**src/rtl/cpu_sram_arbiter.sv**
```systemverilog
// cpu_sram_arbiter: merges the instruction-fetch and load/store SRAM-like
// request ports onto one shared SRAM-like bus. One transaction is in flight
// at a time. The data side normally wins. After MAX_DATA_STREAK consecutive
// data grants taken while fetch was waiting, one fetch grant is forced.
module cpu_sram_arbiter #(
    parameter int MAX_DATA_STREAK = 4
) (
    input  logic        clk,
    input  logic        reset,
    // instruction side
    input  logic        inst_req,
    input  logic        inst_wr,
    input  logic [1:0]  inst_size,
    input  logic [31:0] inst_addr,
    input  logic [31:0] inst_wdata,
    output logic        inst_addr_ok,
    output logic        inst_data_ok,
    output logic [31:0] inst_rdata,
    // data side
    input  logic        data_req,
    input  logic        data_wr,
    input  logic [1:0]  data_size,
    input  logic [31:0] data_addr,
    input  logic [31:0] data_wdata,
    output logic        data_addr_ok,
    output logic        data_data_ok,
    output logic [31:0] data_rdata,
    // shared bus
    output logic        bus_req,
    output logic        bus_wr,
    output logic [1:0]  bus_size,
    output logic [31:0] bus_addr,
    output logic [31:0] bus_wdata,
    input  logic        bus_addr_ok,
    input  logic        bus_data_ok,
    input  logic [31:0] bus_rdata
);

    typedef enum logic [1:0] {
        ST_IDLE = 2'd0,
        ST_ADDR = 2'd1,
        ST_DATA = 2'd2
    } state_t;

    localparam logic [3:0] MAX_STREAK = 4'(MAX_DATA_STREAK);

    state_t      state_q,  state_d;
    logic        owner_q,  owner_d;     // 1'b0 = data side, 1'b1 = inst side
    logic [3:0]  streak_q, streak_d;
    logic        wr_q,     wr_d;
    logic [1:0]  size_q,   size_d;
    logic [31:0] addr_q,   addr_d;
    logic [31:0] wdata_q,  wdata_d;

    logic        grant_data_s;
    logic        grant_inst_s;
    logic        complete_s;

    // Grant decision in IDLE: data wins unless fetch has been starved long enough.
    always_comb begin
        grant_data_s = 1'b0;
        grant_inst_s = 1'b0;
        if (state_q == ST_IDLE) begin
            if (data_req && !(inst_req && (streak_q == MAX_STREAK))) begin
                grant_data_s = 1'b1;
            end else if (inst_req) begin
                grant_inst_s = 1'b1;
            end else begin
                grant_inst_s = 1'b0;
            end
        end else begin
            grant_data_s = 1'b0;
        end
    end

    // State, request buffer and streak register with asynchronous reset.
    always_ff @(posedge clk or posedge reset) begin
        if (reset) begin
            state_q  <= ST_IDLE;
            owner_q  <= 1'b0;
            streak_q <= 4'd0;
            wr_q     <= 1'b0;
            size_q   <= 2'd0;
            addr_q   <= 32'd0;
            wdata_q  <= 32'd0;
        end else begin
            state_q  <= state_d;
            owner_q  <= owner_d;
            streak_q <= streak_d;
            wr_q     <= wr_d;
            size_q   <= size_d;
            addr_q   <= addr_d;
            wdata_q  <= wdata_d;
        end
    end

    // Next-state logic: latch the winner, then walk through the address and data phases.
    always_comb begin
        state_d  = state_q;
        owner_d  = owner_q;
        streak_d = streak_q;
        wr_d     = wr_q;
        size_d   = size_q;
        addr_d   = addr_q;
        wdata_d  = wdata_q;
        case (state_q)
            ST_IDLE: begin
                if (grant_data_s) begin
                    owner_d = 1'b0;
                    wr_d    = data_wr;
                    size_d  = data_size;
                    addr_d  = data_addr;
                    wdata_d = data_wdata;
                    state_d = ST_ADDR;
                    // Only data grants that skip over a waiting fetch count toward starvation.
                    if (inst_req) begin
                        streak_d = (streak_q >= MAX_STREAK) ? MAX_STREAK : streak_q + 4'd1;
                    end else begin
                        streak_d = 4'd0;
                    end
                end else if (grant_inst_s) begin
                    owner_d  = 1'b1;
                    wr_d     = inst_wr;
                    size_d   = inst_size;
                    addr_d   = inst_addr;
                    wdata_d  = inst_wdata;
                    streak_d = 4'd0;
                    state_d  = ST_ADDR;
                end else begin
                    state_d = ST_IDLE;
                end
            end
            ST_ADDR: begin
                if (bus_addr_ok) begin
                    state_d = ST_DATA;
                end else begin
                    state_d = ST_ADDR;
                end
            end
            ST_DATA: begin
                if (bus_data_ok) begin
                    state_d = ST_IDLE;
                end else begin
                    state_d = ST_DATA;
                end
            end
            default: begin
                state_d = ST_IDLE;
            end
        endcase
    end

    // A bus_data_ok only counts while waiting in the data phase.
    assign complete_s = (state_q == ST_DATA) && bus_data_ok;

    // Accept pulses are combinational; reset masks them so nothing is acknowledged while held.
    assign data_addr_ok = grant_data_s && !reset;
    assign inst_addr_ok = grant_inst_s && !reset;

    // Completion and read data route straight through to the owner only.
    assign data_data_ok = complete_s && !owner_q;
    assign inst_data_ok = complete_s &&  owner_q;
    assign data_rdata   = data_data_ok ? bus_rdata : 32'd0;
    assign inst_rdata   = inst_data_ok ? bus_rdata : 32'd0;

    // The bus command is the buffered request; reset clears the buffer.
    assign bus_req   = (state_q == ST_ADDR);
    assign bus_wr    = wr_q;
    assign bus_size  = size_q;
    assign bus_addr  = addr_q;
    assign bus_wdata = wdata_q;

endmodule

```
**config.mk**
```make
export PLATFORM = sky130hd
export DESIGN_NAME = cpu_sram_arbiter
export DESIGN_NICKNAME = d
export VERILOG_FILES = /design/src/rtl/cpu_sram_arbiter.sv
export SDC_FILE = /design/constraint.sdc
export NUM_CORES = 1
export LEC_CHECK = 0
export ABC_AREA = 0
export CAP_MARGIN = 5
export CORE_AREA = 2 2 121 123
export DETAILED_ROUTE_END_ITERATION = 16
export DIE_AREA = 0 0 123 125
export PLACE_DENSITY = 0.76
export RECOVER_POWER = 25
export SLEW_MARGIN = 20
export SYNTH_ARGS = -nofsm -noshare
export SYNTH_HDL_FRONTEND = slang
export SYNTH_SLANG_ARGS = --single-unit
```
**constraint.sdc**
```tcl
create_clock -name clk -period 3.2 [get_ports clk]
set_clock_uncertainty 0.05 [all_clocks]
set_input_delay 0.8 -clock clk [delete_from_list [all_inputs] [get_ports clk]]
set_output_delay 0.8 -clock clk [all_outputs]
set_load 0.05 [all_outputs]
```
# Word-level counts from Yosys, hierarchy flattened
# Cells that the tools add are included.
# totals
mem_count	0
register_bits	74
latchBits	0
mem_bits_rw	0
mem_bits_ro	0
word_cells	51
# op_classes
addsub	1
n_eq_ne	3
shift	0
n_mul	0
n_bitwise	0
div	0
muxes	26
reduce_logical	13
magnitude_cmp	1
# op_table
op	count
$mux 32	6
$mux 4	4
$mux 1	11
$mux 2	4
$logic_and 1x1->1	7
$pmux 2 s3	1
$add 4x1->4 const B	1
$eq 4x3->1 const B	1
$ge 4x3->1 const B	1
$logic_not 1->1	3
$eq 2x1->1 const B	1
$eq 2x2->1 const B	1
$logic_not 2->1	1
$reduce_and 2->1	1
$reduce_bool 2->1	1

# Longest topological paths before layout
# logic_depth
ltp_word	9
depth_mapped	7
mapped_depth_nobuf	5

# Least setup slack after synthesis
# No wires, ideal clock.
# synth_path
path_type	input port to output port
start	input port bus_data_ok
end	output port data_rdata[22]
arrival_time_ns	2.285
n_path_buf	1
stages	3
path_slack_ns	0.065
required_ns	2.350
path_cell_list	nor3b_1 -> clkbuf_1 -> and2_1
# synth_between
elab_chain_len	3
# synth_lines
element	line_no	rtl
from (decl)	35	input logic bus_data_ok,
$logic_and 1x1->1	154	assign complete_s = (state_q == ST_DATA) && bus_data_ok;
$logic_and 1x1->1	161	assign data_data_ok = complete_s && !owner_q;
via data_data_ok	26	output logic data_data_ok,
$mux 32	163	assign data_rdata = data_data_ok ? bus_rdata : 32'd0;
to (decl)	27	output logic [31:0] data_rdata,
# The timed path passes the listed nets, and every way through them passes these cells.

# Worst setup path after layout
# layout_path
start	input port data_req
end	output port inst_addr_ok
# layout_between
elab_chain_len	4
# layout_lines
element	line_no	rtl
from (decl)	20	input logic data_req,
$logic_and 1x1->1	64	if (data_req && !(inst_req && (streak_q == MAX_STREAK))) begin
$mux 1	64	
$mux 1	63	if (state_q == ST_IDLE) begin
$logic_and 1x1->1	158	assign inst_addr_ok = grant_inst_s && !reset;
to (decl)	16	output logic inst_addr_ok,
# Every way passes these cells.

==> summary.txt <==
Run status
  – Status: finished clean

Clock tree
  – CTS tree: built
  – Setup bufs post-CTS: 0
  – Worst-Skew Late Latency: 0.32 ns
  – Post-CTS sizing: 0
  – Clk root buf: clkbuf_16
  – Sink Count: 74
  – Clock-pin slew on the worst setup and hold paths: 0.06 ns
  – Cts hold-fix bufs: 0
  – CTS buffer count: 9
  – Clock tree buffer depth: 2
  – CTS H-tree depth: 3

Synthesis
  – Flop and latch count out of synthesis: 74
  – Syn Inst Count: 505
  – Top cells by area, synth: dfrtp_1 39%, nor4bb_1 13%, and2_1 8.5%
  – Yosys top cell by area: dfrtp_1
  – Distinct cells, synth: 38
  – Share of flip-flops with an asynchronous set or reset: 100%
  – Syn avg cell area: 9.52 µm²
  – Post-Syn Area: 4810 µm²
  – Ys flop type: dfrtp_1
  – Mapped Nets: 679
  – Post-synth top area share: 38.5%
  – Post-synthesis sequential area ratio: 38.5%
  – Warnings, synthesis: 0
  – EDFF count, synth: 0

Timing
  – Final setup fails: 0
  – Achievable Freq: 0.335 GHz
  – Final Max Tran Viols: 0
  – RSZ-0062 raised after global routing: false
  – Slew margin rel.: 24.5%
  – Final hold vios: 0
  – Final worst-path cycle share: 93.2%
  – Setup TNS: 0 ns
  – Crit path time final: 2.98 ns
  – Least-Margin Pin Slew: 1.13 ns

Worst setup path
  – CP Cell Sequence: dlygate4sd3_1, buf_4, clkinv_1, o21ai_1, nor2_1, buf_4
  – Critical path class: input port to output pin
  – CP max-delay cell: dlygate4sd3_1
  – CP startpoint kind: input port
  – CP max FO: 19
  – Crit path capture type: output pin
  – Most common cell type on the critical path: buf_4
  – Worst path buffer plus inverter count: 4
  – Worst EP required: 2.35 ns
  – CP top delay family: buffers and inverters
  – Worst path max stage delay: 0.54 ns
  – Data arrival time of the worst path: 2.13 ns

Power and ir drop
  – Clock Power Share: 15.3%
  – Pleak: 0.00388 µW
  – Largest vdd supply drop: 0.000553 V
  – Gate power share: 62.6%
  – Pwr/cell area: 831 nW/µm²
  – Share of power burned in registers: 22.1%
  – Sw Ratio: 47.7%
  – Psw: 3600 µW
  – Internal Power: 3940 µW

Global route
  – Overflow after GRT: 0
  – Initial antenna violation count: 1
  – Vias in the first global route: 5231
  – GRT Total Usage: 23.6%
  – First-pass GRT wire length: 28600 µm
  – Largest net degree at the start of global routing: 48

Min path
  – Path type of the worst min-delay path: register to register

Layout
  – # fillers: 1125
  – Commonest cells after routing, fill and taps aside: 236 x clkdlybuf4s50_1, 72 x dfrtp_1, 69 x buf_12
  – Post-route insts no fill: 977
  – Final core occ: 63.9%
  – Area Growth Syn to Fin: 88.7%
  – Layout cells sized above 1: 16.9%
  – # nets final: 962
  – Commonest non-fill, non-tap cell in the layout: clkdlybuf4s50_1

Drt
  – Vias: 5157
  – DR iter-0 viols: 257
  – First-pass DRT Iterations: 4
  – Number of remaining DRC errors: 0
  – Via density: 5.28
  – DR WL/cell: 19.0 µm
  – Final ANT Viol Nets: 0
  – Final WL: 18600 µm

Placement
  – HPWL after DPL: 13800 µm
  – Port Buffers: 307
  – GPL Wtd Cong: 0.905
  – Dpl cells: 961

Die
  – DIE AREA: 15400 µm²
  – Die width: 123 µm
  – IO Pins: 308
  – Row cnt: 44
  – Die extent in y: 125 µm
  – Core Area: 14200 µm²
  – Initial Util: 33.8%

Run
  – Max cap viols: 0
==> flip-flops by register name, summed over array words and instances (netlist names) <==
signal	flops
owner_q	1
bus_addr	32
bus_size	2
state_q	2
streak_q	4
bus_wdata	32
bus_wr	1
==> power by group through the flow <==
stage / Clock (µW) / Sequential [µW] / Combinational (µW)
floorplan: 0 / 3030 / 1620
global placement: 0 / 1660 / 4660
detailed placement: 0 / 1670 / 4730
CTS: 1180 / 1670 / 4740
global route: 1230 / 1720 / 4980
finish: 1150 / 1670 / 4710
==> synth_stat cells, types with 2 or more instances <==
master    instances
dfrtp_1          74
and2_1           65
nor4bb_1         64
clkbuf_1         45
o21ai_0          37
nand2_1          36
nand3_1          35
mux2i_1          34
o221a_2          21
or3_1            21
a221o_1          12
and3_1           12
buf_2             7
nor2_1            7
and4bb_2          4
inv_1             4
buf_4             3
and4b_1           2
ha_1              2
nor3b_1           2
==> cell families (layout without fill, tap and decap cells) <==
family                   after synthesis  after routing  share of synthesized area (%)
adder cells (fa/ha/maj)                2              2                          0.520
buffers and inverters                 62            349                           5.44
flip-flops                            74             74                           38.5
AO/OA/AOI/OAI                         77             77                           12.3
multiplexers                          34             34                           7.08
AND/OR/NAND/NOR                      256            256                           36.1
other                                  0              1                              0
==> per-stage QoR <==
step / area [µm²] / hold slack [ns] / setup WS [ns] / total power [µW]
after floorplan: 4810 / 0.429 / 0.0652 / 4650
after CTS: 9080 / 0.464 / 0.228 / 7590
after global routing: 9070 / 0.484 / 0.116 / 7920
final: 9070 / 0.458 / 0.218 / 7530
after detailed placement: 8740 / 0.450 / 0.228 / 6400
after global placement: 8740 / 0.446 / 0.289 / 6320
==> path summary, 6_finish.rpt <==
kind,start,end,slack [ns],depth (start not counted)
max in group asynchronous,reset,bus_wdata[13],0.75,3
min in group asynchronous,reset,owner_q,1.14,2
hold / removal,bus_addr[6],bus_addr[6],0.46,2
hold reg to reg,bus_addr[6],bus_addr[6],0.46,2
setup / recovery,data_req,inst_addr_ok,0.22,6
setup reg to reg,streak_q[0],bus_wdata[3],0.98,7
==> worst reg2reg max path, stage by stage (launching register included) <==
cell and delay (ns):
dfrtp_1 0.39, inv_1 0.07, ha_1 0.21, nand4b_1 0.11, buf_4 0.58, a21boi_1 0.16, buf_4 0.21, a221o_1 0.32
==> routing by layer <==
metal | track usage [%] | wire length [µm] | vias to the layer above | part of all wire [%]
li1 | - | - | 2444 | -
met1 | 30.7 | 7690 | 2485 | 41
met2 | 40.7 | 9390 | 205 | 51
met3 | 3.38 | 1130 | 23 | 6.1
met4 | 6.35 | 347 | 0 | 1.9
met5 | 0 | 0 | - | 0
==> layout make-up <==
| type | count | area (µm²) | share of cell area [%] |
|---|---|---|---|
| diodes | 1 | 2.50 | 0.0276 |
| inverters | 5 | 20.0 | 0.221 |
| well taps | 184 | 230 | 2.54 |
| clock buffers | 9 | 225 | 2.48 |
| clock inverters | 6 | 115 | 1.27 |
| multi-input cells | 369 | 2700 | 29.8 |
| flip-flops and latches | 74 | 1850 | 20.4 |
| repair buffers | 329 | 3920 | 43.2 |
Note: power is estimated with default switching activity, not from simulation.
